## config.mk

```make
export PLATFORM = sky130hd
export DESIGN_NAME = uart_tx_arbiter
export DESIGN_NICKNAME = d
export VERILOG_FILES = /design/src/rtl/uart_arb_pkg.sv /design/src/rtl/uart_tx_arbiter_rr_pick.sv /design/src/rtl/uart_tx_arbiter.sv
export SDC_FILE = /design/constraint.sdc
export NUM_CORES = 1
export LEC_CHECK = 0
export ABC_CLOCK_PERIOD_IN_PS = 4500
export CAP_MARGIN = 20
export CORE_MARGIN = 1.5
export CORE_UTILIZATION = 40
export DETAILED_ROUTE_END_ITERATION = 7
export HOLD_SLACK_MARGIN = 0.08
export PLACE_DENSITY = 0.67
export SETUP_SLACK_MARGIN = 0.5
export SLEW_MARGIN = 10
export SYNTH_ARGS = -nofsm -noshare
export SYNTH_HDL_FRONTEND = slang
export SYNTH_SLANG_ARGS = --single-unit
```

## constraint.sdc

```tcl
create_clock -name clk -period 4.5 [get_ports clk]
set_input_delay 0.45 -clock clk [delete_from_list [all_inputs] [get_ports clk]]
set_output_delay 0.45 -clock clk [all_outputs]
set_load 0.03 [all_outputs]
```

## src/rtl/uart_arb_pkg.sv

```systemverilog
// Shared types and constants for the uart_tx arbiter slice.
package uart_arb_pkg;

    typedef enum logic [1:0] {
        IDLE = 2'd0,
        LOAD = 2'd1,
        HOLD = 2'd2
    } arb_state_e;

    localparam int unsigned RR_DEFAULT_PTR = 0;
    localparam int unsigned WD_W           = 16;

    // Index width for a requester count; never narrower than one bit.
    function automatic int unsigned grant_w(input int unsigned n);
        return (n > 1) ? $clog2(n) : 1;
    endfunction

endpackage

```

## src/rtl/uart_tx_arbiter_rr_pick.sv

```systemverilog
// Combinational round-robin search: first asserted request at or above ptr, wrapping.
module rr_pick
    import uart_arb_pkg::*;
#(
    parameter int unsigned N = 4,
    parameter int unsigned W = grant_w(N)
) (
    input  logic [N-1:0] req,
    input  logic [W-1:0] ptr,
    output logic [W-1:0] winner,
    output logic         any
);

    always_comb begin
        winner = '0;
        any    = 1'b0;
        for (int unsigned i = 0; i < N; i++) begin
            if (!any && req[(32'(ptr) + i) % N]) begin
                any    = 1'b1;
                winner = W'((32'(ptr) + i) % N);
            end
        end
    end

endmodule

```

## src/rtl/uart_tx_arbiter.sv

```systemverilog
// Per-packet round-robin arbiter sharing one uart_tx among NUM_REQ byte streams,
// with a watchdog that revokes a grant whose owner stalls mid-packet.
module uart_tx_arbiter
    import uart_arb_pkg::*;
#(
    parameter int unsigned NUM_REQ        = 4,
    parameter int unsigned TIMEOUT_CYCLES = 65535
) (
    input  logic                       clk,
    input  logic                       rst,
    input  logic [NUM_REQ-1:0]         req_valid,
    input  logic [8*NUM_REQ-1:0]       req_data,
    input  logic [NUM_REQ-1:0]         req_last,
    output logic [NUM_REQ-1:0]         req_ready,
    output logic [$clog2(NUM_REQ)-1:0] grant_id,
    output logic                       grant_active,
    output logic [7:0]                 tx_data,
    output logic                       tx_start,
    input  logic                       tx_busy,
    output logic                       timeout_err
);

    localparam int unsigned    GRANT_W  = grant_w(NUM_REQ);
    localparam bit             WD_EN    = (TIMEOUT_CYCLES != 0);
    localparam logic [WD_W-1:0] WD_LIMIT = WD_EN ? WD_W'(TIMEOUT_CYCLES - 1) : '0;

    arb_state_e         state;
    arb_state_e         state_next;
    logic [GRANT_W-1:0] rr_ptr;
    logic [GRANT_W-1:0] pick_id;
    logic [GRANT_W-1:0] ptr_after;
    logic               pick_any;
    logic               last_q;
    logic [WD_W-1:0]    wd_cnt;
    logic [7:0]         grant_byte_c;
    logic               accept_c;
    logic               stall_c;
    logic               timeout_c;

    rr_pick #(
        .N (NUM_REQ),
        .W (GRANT_W)
    ) u_pick (
        .req    (req_valid),
        .ptr    (rr_ptr),
        .winner (pick_id),
        .any    (pick_any)
    );

    // Pointer for the next arbitration: one past the releasing owner.
    assign ptr_after    = (32'(grant_id) == NUM_REQ - 1) ? '0 : grant_id + GRANT_W'(1);
    assign grant_byte_c = req_data[8*grant_id +: 8];

    always_ff @(posedge clk) begin
        if (rst) begin
            state <= IDLE;
        end else begin
            state <= state_next;
        end
    end

    always_comb begin
        state_next = state;
        unique case (state)
            IDLE:    if (pick_any) state_next = LOAD;
            LOAD: begin
                if (accept_c) begin
                    state_next = HOLD;
                end else if (timeout_c) begin
                    state_next = IDLE;
                end
            end
            HOLD:    state_next = last_q ? IDLE : LOAD;
            default: state_next = IDLE;
        endcase
    end

    // Acceptance beats timeout: a stall cycle by definition has no valid byte.
    always_comb begin
        req_ready = '0;
        accept_c  = 1'b0;
        stall_c   = 1'b0;
        timeout_c = 1'b0;
        if (state == LOAD) begin
            accept_c            = req_valid[grant_id] & ~tx_busy;
            stall_c             = ~req_valid[grant_id] & ~tx_busy;
            timeout_c           = WD_EN && stall_c && (wd_cnt == WD_LIMIT);
            req_ready[grant_id] = accept_c;
        end
    end

    always_ff @(posedge clk) begin
        if (rst) begin
            grant_id     <= '0;
            grant_active <= 1'b0;
            tx_data      <= '0;
            tx_start     <= 1'b0;
            timeout_err  <= 1'b0;
            rr_ptr       <= GRANT_W'(RR_DEFAULT_PTR);
            wd_cnt       <= '0;
            last_q       <= 1'b0;
        end else begin
            tx_start    <= accept_c;
            timeout_err <= timeout_c;
            unique case (state)
                IDLE: begin
                    wd_cnt <= '0;
                    if (pick_any) begin
                        grant_id     <= pick_id;
                        grant_active <= 1'b1;
                    end
                end
                LOAD: begin
                    if (accept_c) begin
                        tx_data <= grant_byte_c;
                        last_q  <= req_last[grant_id];
                        wd_cnt  <= '0;
                    end else if (timeout_c) begin
                        grant_active <= 1'b0;
                        rr_ptr       <= ptr_after;
                        wd_cnt       <= '0;
                    end else if (stall_c && WD_EN) begin
                        wd_cnt <= wd_cnt + WD_W'(1);
                    end
                end
                HOLD: begin
                    if (last_q) begin
                        grant_active <= 1'b0;
                        rr_ptr       <= ptr_after;
                    end
                end
                default: ;
            endcase
        end
    end

endmodule

```

After elaboration in Yosys (flattened, before gate mapping)
Index checks and enable logic that the tools add are counted.
{ "totals": {"regBits": 34, "input_bits": 43, "out_inout_bits": 17, "elab_cells": 99} }
{ "op_classes": {"addsub": 5, "n_lt_le_gt_ge": 6, "eq_ne": 10, "shift": 1, "n_mux": 45, "bitwise": 5, "n_reduce_logical": 18} }
{ "ops": {"columns": ["op", "n"], "rows": [
  ["2-to-1 mux 16 bit", 3],
  ["case mux 16 bit (2 select lines)", 1],
  ["indexed part select 32 x 6 -> 8 bit", 1],
  ["2-to-1 mux 2 bit", 11],
  ["2-to-1 mux 1 bit", 19],
  ["adder 16 x 1 -> 16 bit, second input constant", 1],
  ["== test 16 bit, second input constant", 1],
  ["< comparator 2 x 3 -> 1 bit, second input constant", 5],
  ["binary-select mux 1 bit (select 2 bit)", 6],
  ["!= test 2 bit, second input constant", 4],
  ["AND reduction 2 bit", 4],
  ["case mux 2 bit (3 select lines)", 1],
  ["logical AND 1 bit", 5],
  ["AND reduction 5 bit", 1],
  ["adder 2 x 1 -> 2 bit, second input constant", 2],
  ["adder 2 bit, second input constant", 2],
  ["bitwise AND 4 bit", 1],
  ["== test 2 bit, second input constant", 2],
  ["2-to-1 mux 4 bit", 1],
  ["!= test 4 bit, second input constant", 1],
  ["case mux 2 bit (2 select lines)", 1],
  ["AND reduction 4 bit", 1],
  ["nonzero test 2 bit", 2],
  ["logical NOT 1 bit", 3],
  ["9 further kinds", 11]
]} }

Depth between registers and ports, before layout
Gate-level depths: netlist (run 1).
{ "logic_depth": {"ltp_word": 14, "depth_mapped": 9, "mapped_depth_nobuf": 7} }

Modules after synthesis
Synthesis (run 1) repeated with hierarchy kept, for this count alone.
{ "hier_totals": {"hier_cells": 218, "area_unflattened_um2": 1943.1} }
{ "by_module_without_submodules": {"columns": ["mod", "n_inst", "cells_each", "area_per_inst_um2", "seq_area_each_um2"], "rows": [
  ["uart_tx_arbiter", 1, 203, 1865.5, 680.7],
  ["rr_pick", 1, 15, 77.6, 0.0]
]} }

Worst setup path before layout (run 1)
Ideal clock, no wire load.
{ "synth_timing": {"kind": "register -> output", "startpoint": "register grant_id[0]", "endpoint": "output port req_ready[0]", "arrival_time_ns": 1.758, "required_time_ns": 4.050, "path_slack_ns": 2.292, "path_stages_with_launch": 5, "path_buffers": 2, "cell_sequence": "dfxtp_1 > buf_2 > mux4_2 > buf_2 > and3_1"} }
{ "synth_via": {"elab_chain_cells": 6, "word_cells_on_any_way": 10, "classes_between": "2 x order compare; 5 x mux; 2 x bitwise; 1 x reduce/logical"} }
{ "synth_rtl": {"columns": ["element", "line_no", "text"], "rows": [
  ["start: declaration", "uart_tx_arbiter.sv:15", "output logic [$clog2(NUM_REQ)-1:0] grant_id,"],
  ["start signal: assignment", "uart_tx_arbiter.sv:109", "grant_id <= pick_id;"],
  ["< comparator 2 x 3 -> 1 bit (not written as such) / greater-or-equal comparator 2 x 1 -> 1 bit (equally long branches)", "uart_tx_arbiter.sv:88", "req_ready[grant_id] = accept_c;"],
  ["logical AND 1 bit (not written as such)", "uart_tx_arbiter.sv:88", null],
  ["2-to-1 mux 1 bit (not written as such)", "uart_tx_arbiter.sv:88", null],
  ["demux 1 bit (select 2 bit)", "uart_tx_arbiter.sv:88", null],
  ["bitwise AND 4 bit (no line) *", null, null],
  ["2-to-1 mux 4 bit *", "uart_tx_arbiter.sv:84", "if (state == LOAD) begin"],
  ["end: declaration", "uart_tx_arbiter.sv:14", "output logic [NUM_REQ-1:0] req_ready,"]
]} }
Mark *: on every way between the ends. The rest lies on a longest branch, timed or not. The select of a mux whose other input is x is not followed.

Worst setup path in the final report (run 1)
{ "layout_timing": {"startpoint": "register grant_id[1]", "endpoint": "output port req_ready[0]"} }
The elaborated chain is that of the path after synthesis.

==> reports/qor.csv, run 1 <==
metric,value,unit
status,"complete, no violations",
clk_pin_slew,70,ps
fillers,450,
yosys_warnings,0,
layout_commonest_cell,clkdlybuf4s50_1,
first_global_vias,1821,
die_x,74.38,µm
tightest_slew,891.8,ps
fin_setup_tns,0,ps
row_count,25,
drv_cap,0,
post_synth_num_cell_types,42,
cts_setup_buffers,0,
viasPerCell,5.153,
hold_buffers,0,
grt_max_degree,24,
hold_viol,0,
syn_inst,233,
portBuffers,59,
ys_seq_area_share,33.39,%
stdcell_count,359,
synth-edff-count,0,
die_y,74.38,µm
route.detailed.drc,0,
post_cts_resized,0,
antenna_found_initial,0,
cts_made_buffers,5,
finalClockSkew,5.553,ps
crit_arrival,2440,ps
multi_input_area,0.001270,mm²
placed_cell_area,0.002674,mm²
antennaDiodeCount,0,
setup-violations-final,0,
crit_path_start,grant_id[1],
layout_setup_ws,1612,ps
cp_max_fo,16,
cp-end-kind,output pin,
rrSetupSlack,2270,ps
drtIter0Drc,85,
post-route-util,58.47,%
cts_buffer_depth,2,
start_util,42.31,%
finalNetCount,344,
cts_root_buf,clkbuf_8,
grtUsageTotal,19.56,%
dp.cells,351,
cts_num_sinks,34,
cts_tree,yes,
r2r_cells,4,
final_cell_area,0.002816,mm²
syn2layout_area_growth,38.18,%
worst-setup-path-type,register to output pin,
rsz0062_at_grt,no,
yosys_register_bits,34,
seq_area,680.7,µm²
cp-start-kind,register,
period_needed,2888,ps
rr_endpoint,wd_cnt[14],
grt_overflow,0,
core-area,0.004817,mm²
powerDensity,338.9,mW/mm²
vias,1850,
timing.rr.start,grant_id[1],
clk_latency,290,ps
whs_path_depth,2,
slew_headroom,40.36,%
async_flop_share,0,%
io_pins,60,
vdd_drop_max,0.1679,mV
p_leak,1.002,nW
cp-endpoint,req_ready[0],
ys.flop_type,dfxtp_1,
postRouteAntennaNets,0,
drv_slew,0,
wl_per_cell,13.77,µm
min_period_over_period,64.17,%
avgSynthCellArea,8.748,µm²
wirelength,4.943,mm
grt_pass1_wl,8.273,mm
layout-drive-gt1-share,8.904,%
worstPathRequired,4050,ps
final_cell_mix,"clkdlybuf4s50_1 (59), dfxtp_1 (34), nand2_1 (33)",
first_pass_iters,4,
die-area,0.005532,mm²
place_hpwl,3.719,mm
synthesis.area,0.002038,mm²
place_ws,1647,ps
gp_congestion,0.8141,
h-tree-depth,2,
synth_nets,286,
hold_class,register to register,
fmax,346.3,MHz
## how the worst min path moves through the flow
stage                     from         end
global route        tx_data[6]  tx_data[6]
finish              tx_data[1]  tx_data[1]
CTS                 tx_data[1]  tx_data[1]
detailed placement  tx_data[1]  tx_data[1]
floorplan               last_q      last_q
global placement    tx_data[7]  tx_data[7]
## routing by layer
layer  track usage [%]  part of all wire (%)  vias up
met5                 0                     0        -
met4             8.687                  0.93        0
met3             3.523                   2.8        7
met2             33.63                    51       30
met1             23.85                    46      875
li1                  -                     -      938
## registers in the layout (all words and copies together) (netlist names)
| name | count |
|---|---|
| grant_id | 2 |
| wd_cnt | 16 |
| last_q | 1 |
| grant_active | 1 |
| rr_ptr | 2 |
| tx_data | 8 |
| state | 2 |
| tx_start | 1 |
| timeout_err | 1 |
## worst max-delay path, cell delays in order (launching register included)
cell             delay, ps
dfxtp_1                770
mux4_2                 510
and3_1                 190
clkdlybuf4s50_1        670
## area by class of cell
| class | instances | area share [%] |
|---|---|---|
| multi-input cells | 179 | 45.09 |
| flip-flops and latches | 34 | 24.17 |
| inverters | 11 | 1.466 |
| well taps | 67 | 2.976 |
| clock buffers | 6 | 2.932 |
| repair buffers | 60 | 21.24 |
| clock inverters | 2 | 2.132 |
## report_power, final
group          internal, mW  leakage, nW  switching, mW
combinational         0.123        0.656          0.149
sequential            0.317        0.275         0.0144
clock                 0.236       0.0714          0.114
## per-stage QoR
| stage | hold slack (ps) | total power, mW |
|---|---|---|
| after CTS | 456.9 | 0.9651 |
| after global placement | 442.0 | 0.6107 |
| after detailed placement | 447.4 | 0.6107 |
| final | 451.9 | 0.9544 |
| after global routing | 475.5 | 1.005 |
| after floorplan | 453.0 | 0.5183 |
## Yosys cell counts, drive strengths merged, types with 2 or more instances
library cell  instances  area, µm²
nand2                33      123.9
mux2i                 3      30.03
a21oi                19      95.09
mux4                 10      225.2
nand3                 7      35.03
clkbuf                4      16.26
inv                  11      41.29
dfxtp                34      680.7
o21ai                 3      18.77
nor3                  6      30.03
xnor2                 6      52.55
nor2b                 2      12.51
and3                  7      43.79
a211o                 3      26.28
a221o                 2      20.02
nor2                 31      116.4
nand2b                6      37.54
buf                   5      30.02
nand4                 4      40.04
ha                   10      125.1
nor4                  4      25.02
xor2                  7      61.31
a211oi                2      15.01
## cell families after synthesis
family,share of synthesized area (%)
buf+inv,4.296
simple gates,24.06
fa+ha+maj,6.139
compound gates,13.44
xor+xnor,5.586
flops,33.39
mux,13.08
No activity file was read; power rests on OpenSTA's default activity.
==> run 2, diff against run 1 <==
ABC_CLOCK_PERIOD_IN_PS = 2350   (was 4500)
PLACE_DENSITY = 0.7   (was 0.67)
clock period = 2.35 ns   (was 4.5 ns; I/O delays follow)
==> run 2 against run 1 <==
  * Flip-flop and latch count unchanged
  * Highest routed layer unchanged
  * Critical path depth rose by 2
  * Cell count increased by 6.1%
  * Largest power group is now combinational logic
  * Sequential power rose by 90%
  * Cell area grew 10%
  * Global-route usage is 1.9 points higher
  * Wire length grew 11%
  * Combinational power increased to 2.5 times the previous value
==> reports/qor.csv, run 2 (synthesis gave the netlist of run 1 again) <==
metric,value,unit,change
layout_commonest_cell,clkdlybuf4s50_1,,
wl_per_cell,14.38,µm,+4.4%
worst-setup-path-type,register to register,,
hold_viol,0,,unchanged
grt_pass1_wl,9.121,mm,+10%
setup-violations-final,0,,unchanged
r2r_cells,5,,+1
viasPerCell,5.205,,+1.0%
stdcell_count,381,,+6.1%
p_leak,1.156,nW,+15%
path_cells,nand4_1 -> or4_4 -> o21ai_4 -> a21oi_2 -> a221o_1,,
hold_path_end,tx_data[6],,
h-tree-depth,2,,unchanged
rrSetupSlack,490,ps,-1780 ps
slew_headroom,69.38,%,+29 points
hold_class,register to register,,
grtUsageTotal,21.47,%,+1.9 points
final_cell_mix,"clkdlybuf4s50_1 (52), nor2_1 (31), nand2_1 (31)",,
rr_endpoint,rr_ptr[1],,
cts_num_sinks,34,,unchanged
cp-start-kind,register,,
post-route-util,64.49,%,+6.0 points
worstHoldStart,tx_data[6],,
row_count,25,,unchanged
finalNetCount,366,,+6.4%
powerDensity,628.3,mW/mm²,+85%
antenna_found_initial,0,,unchanged
antennaDiodeCount,0,,unchanged
crit_slowest_cell,or4_4,,
die_y,74.38,µm,unchanged
grt_max_degree,24,,unchanged
place_hpwl,4.053,mm,+9.0%
start_util,42.31,%,unchanged
drv_slew,0,,unchanged
clk_pin_slew,70,ps,about the same
drv_cap,0,,unchanged
dp.cells,362,,+3.1%
grt_overflow,0,,unchanged
crit_path_start,wd_cnt[12],,
fin_setup_tns,0,ps,unchanged
io_pins,60,,unchanged
timing.rr.start,wd_cnt[12],,
route.detailed.drc,0,,unchanged
rsz0062_at_grt,yes,,
first_pass_iters,4,,unchanged
status,"complete, no violations",,
hold_ws,457.1,ps,+5.191 ps
cts_root_buf,clkbuf_8,,
gp_congestion,0.7987,,-1.9%
finalClockSkew,2.340,ps,-3.212 ps
largest-register,wd_cnt,,
largest_register_ffs,16,,unchanged
cts_tree,yes,,
cp_max_fo,3,,-13
postRouteAntennaNets,0,,unchanged
cts_buffer_depth,2,,unchanged
crit_arrival,2050,ps,-390 ps
core-area,0.004817,mm²,unchanged
cp-end-kind,register,,
min_period_over_period,79.33,%,
clk_latency,290,ps,about the same
worst_path_largest_cell_delay,600,ps,-170 ps
vias,1983,,+7.2%
fmax,536.4,MHz,
period_needed,1864,ps,
whs_path_depth,2,,unchanged
drtIter0Drc,65,,-24%
tightest_slew,455.1,ps,-436.7 ps
cts_made_buffers,5,,unchanged
die_x,74.38,µm,unchanged
layout-drive-gt1-share,24.52,%,+16 points
worstPathRequired,2530,ps,-1520 ps
syn2layout_area_growth,52.42,%,
hold_buffers,0,,unchanged
wirelength,5.479,mm,+11%
reg_top3,"wd_cnt: 16 flops, tx_data: 8 flops",,
first_global_vias,2035,,+12%
vdd_drop_max,0.2879,mV,+71%
portBuffers,59,,unchanged
die-area,0.005532,mm²,unchanged
run 2: worst max path at each step:
stage	end
floorplan	rr_ptr[1]
global placement	req_ready[0]
detailed placement	req_ready[3]
CTS	req_ready[3]
global route	rr_ptr[0]
finish	rr_ptr[1]
run 2: area by class of cell:
type                            count  area [µm²]
Fill cell                         429        1710
Tap cell                           67       83.83
Sequential cell                    34       704.4
Timing Repair Buffer               82       762.0
Clock inverter                      1       30.03
Clock buffer                        7       107.6
Inverter                           11       41.29
Multi-Input combinational cell    179        1378
run 2: metrics by stage:
step | area [µm²] | setup slack (ps) | power [mW]
after floorplan | 2073 | 463.6 | 1.007
after global placement | 2790 | 163.8 | 1.226
after detailed placement | 2790 | 127.5 | 1.233
after CTS | 3037 | 439.9 | 1.912
after global routing | 3107 | 415.5 | 2.043
final | 3107 | 485.8 | 1.952
run 2: repair_timing:
item                       4_1_cts  5_1_grt
setup endpoints to repair       24       20
pin swaps                        3        4
buffers inserted                 9        2
gates resized for setup         38       20
run 2: where the power goes:
group | total, mW | leakage [nW] | switching (mW) | internal [mW]
combinational | 0.685 | 0.804 | 0.345 | 0.339
clock | 0.636 | 0.0696 | 0.226 | 0.410
sequential | 0.631 | 0.282 | 0.0264 | 0.605
total | 1.95 | 1.16 | 0.598 | 1.35
run 2: critical path: cells and delay by family, from the launching register on:
family	cells	cell delay [ps]
AO/OA/AOI/OAI	3	620
flip-flops	1	380
AND/OR/NAND/NOR	2	760
run 2: routing by layer:
layer / part of all wire, % / track usage (%) / vias up
met2: 54 / 39.38 / 35
li1: - / - / 981
met1: 42 / 24.83 / 957
met4: 2.0 / 8.283 / 0
met5: 0 / 0 / -
met3: 2.6 / 3.523 / 10
==> run 3, diff against run 2 <==
ABC_CLOCK_PERIOD_IN_PS = 1600   (was 2350)
clock period = 1.6 ns   (was 2.35 ns; I/O delays follow)
==> run 3 against run 2 <==
  * The flow now finishes with violations (setup timing)
  * Flip-flop and latch count stayed put
  * Via count is 13% higher
  * Largest cell class unchanged
  * Wire length is 17% higher
  * Combinational power is 120% higher
  * Hold slack better by 6.2 ps
  * Sequential power is 48% higher
  * Non-clock buffer count is 45 higher
  * Setup slack worse by 750 ps
  * Maximum frequency is 0.19% lower
  * Global-route usage is 1.8 points higher
  * Cell count is 12% higher
  * Cell area is 19% higher
==> reports/qor.csv, run 3 (synthesis gave the netlist of run 1 again) <==
metric,value,unit,change
status,"finished, violations left",,
failed_checks,setup timing,,
period_needed,1868,ps,+3.522 ps
layout_commonest_cell,buf_4,,
antennaDiodeCount,0,,unchanged
die_y,74.38,µm,unchanged
placed_cell_area,0.003201,mm²,+15%
cts_tree,yes,,
powerDensity,862.4,mW/mm²,+37%
wl_per_cell,15.10,µm,+5.0%
cts_made_buffers,5,,unchanged
route.detailed.drc,0,,unchanged
layout-drive-gt1-share,47.08,%,+23 points
worst-setup-path-type,register to register,,
clk_latency,290,ps,about the same
rsz0062_at_grt,yes,,
crit_arrival,2050,ps,about the same
finalNetCount,411,,+12%
final_cell_mix,"buf_4 (47), clkdlybuf4s50_1 (40), nor2_1 (29)",,
pwr-share-seq,29.4,%,-3.0 points
vdd_drop_max,0.5215,mV,+81%
p_int,2.144,mW,+58%
largest-register,wd_cnt,,
reg_top3,"wd_cnt: 16 flops, tx_data: 8 flops",,
drv_cap,0,,unchanged
worstPathRequired,1780,ps,-750 ps
cts_num_sinks,34,,unchanged
layout_setup_ws,-267.7,ps,-753.5 ps
row_count,25,,unchanged
fillers,329,,-23%
portBuffers,59,,unchanged
h-tree-depth,2,,unchanged
cp-end-kind,register,,
finalClockSkew,7.640,ps,+5.300 ps
hold_viol,0,,unchanged
first_global_vias,2169,,+6.6%
cts_buffer_depth,2,,unchanged
place_hpwl,4.290,mm,+5.8%
hold_buffers,0,,unchanged
slew_headroom,71.24,%,+1.9 points
wirelength,6.431,mm,+17%
hold_class,register to register,,
core-area,0.004817,mm²,unchanged
grt_max_degree,17,,-29%
grtUsageTotal,23.30,%,+1.8 points
syn2layout_area_growth,80.85,%,
postRouteAntennaNets,0,,unchanged
die_x,74.38,µm,unchanged
cts_root_buf,clkbuf_8,,
cp_max_fo,3,,unchanged
tightest_slew,431.4,ps,-23.77 ps
place_ws,-494.7,ps,-622.2 ps
p_leak,1.456,nW,+26%
power.total,3.179,mW,+63%
p_sw,1.035,mW,+73%
vias,2234,,+13%
io_pins,60,,unchanged
min_period_over_period,116.7,%,+37 points
clk_pin_slew,70,ps,about the same
antenna_found_initial,0,,unchanged
drv_slew,0,,unchanged
post-route-util,76.52,%,+12 points
drtIter0Drc,70,,+7.7%
viasPerCell,5.244,,+0.76%
grt_overflow,0,,unchanged
die-area,0.005532,mm²,unchanged
seq_area,705.7,µm²,+0.18%
largest_register_ffs,16,,unchanged
setup-violations-final,35,,+35
multi_input_area,0.001572,mm²,+14%
start_util,42.31,%,unchanged
clkPwrFrac,23.8,%,-8.8 points
first_pass_iters,4,,unchanged
fmax,535.4,MHz,-0.19%
p_sw_share,32.55,%,+1.9 points
fin_setup_tns,-5772,ps,-5772 ps
combPwrFrac,46.8,%,+12 points
gp_congestion,0.8202,,+2.7%
final_cell_area,0.003686,mm²,+19%
cp-start-kind,register,,
grt_pass1_wl,9.777,mm,+7.2%
[run 3: repair_timing]
| action | 4_1_cts | 5_1_grt |
|---|---|---|
| gates resized for setup | 119 | 64 |
| setup endpoints to repair | 51 | 47 |
| pin swaps | 13 | 32 |
| setup buffers | 3 | 6 |
[run 3: worst paths after layout]
kind / slack (ps) / endpoint / cells after the start / startpoint
worst max-delay path: -270 / rr_ptr[1] / 7 / wd_cnt[0]
worst min-delay path: 460 / tx_data[1] / 2 / tx_data[1]
worst max register to register: -270 / rr_ptr[1] / 7 / wd_cnt[0]
worst min register to register: 460 / tx_data[1] / 2 / tx_data[1]
[run 3: worst max-delay path, cell delays in order (launching register included)]
cell	delay, ps
dfxtp_2	320
inv_2	60
ha_4	120
nand4b_1	160
or4_4	510
o21ai_4	190
a21oi_2	80
a221o_1	320
[run 3: cell type report]
class / instances / share of cell area (%)
clock buffer: 8 / 2.987
multi-input combinational: 179 / 42.63
timing repair buffer: 127 / 31.77
sequential: 34 / 19.14
inverter: 11 / 1.188
tap: 67 / 2.274
[run 3: layer usage]
| layer | track usage, % | share of wire (%) | up-vias |
|---|---|---|---|
| met5 | 0 | 0 | - |
| met4 | 8.081 | 2.0 | 0 |
| met3 | 4.878 | 3.8 | 12 |
| met2 | 42.06 | 53 | 47 |
| met1 | 27.26 | 41 | 1099 |
| li1 | - | - | 1076 |
[run 3: stage by stage]
stage	instances	hold slack, ps
after floorplan	233	357.5
after global placement	409	440.8
after detailed placement	409	447.3
after CTS	420	456.7
after global routing	426	478.9
final	426	463.2
[run 3: power groups by stage]
stage / logic (mW) / registers, mW / clock network [mW]
after global placement: 1.09 / 0.936 / 0
after global routing: 1.58 / 0.940 / 0.800
after CTS: 1.26 / 0.928 / 0.763
final: 1.49 / 0.936 / 0.756
after floorplan: 0.554 / 1.00 / 0
after detailed placement: 1.10 / 0.937 / 0
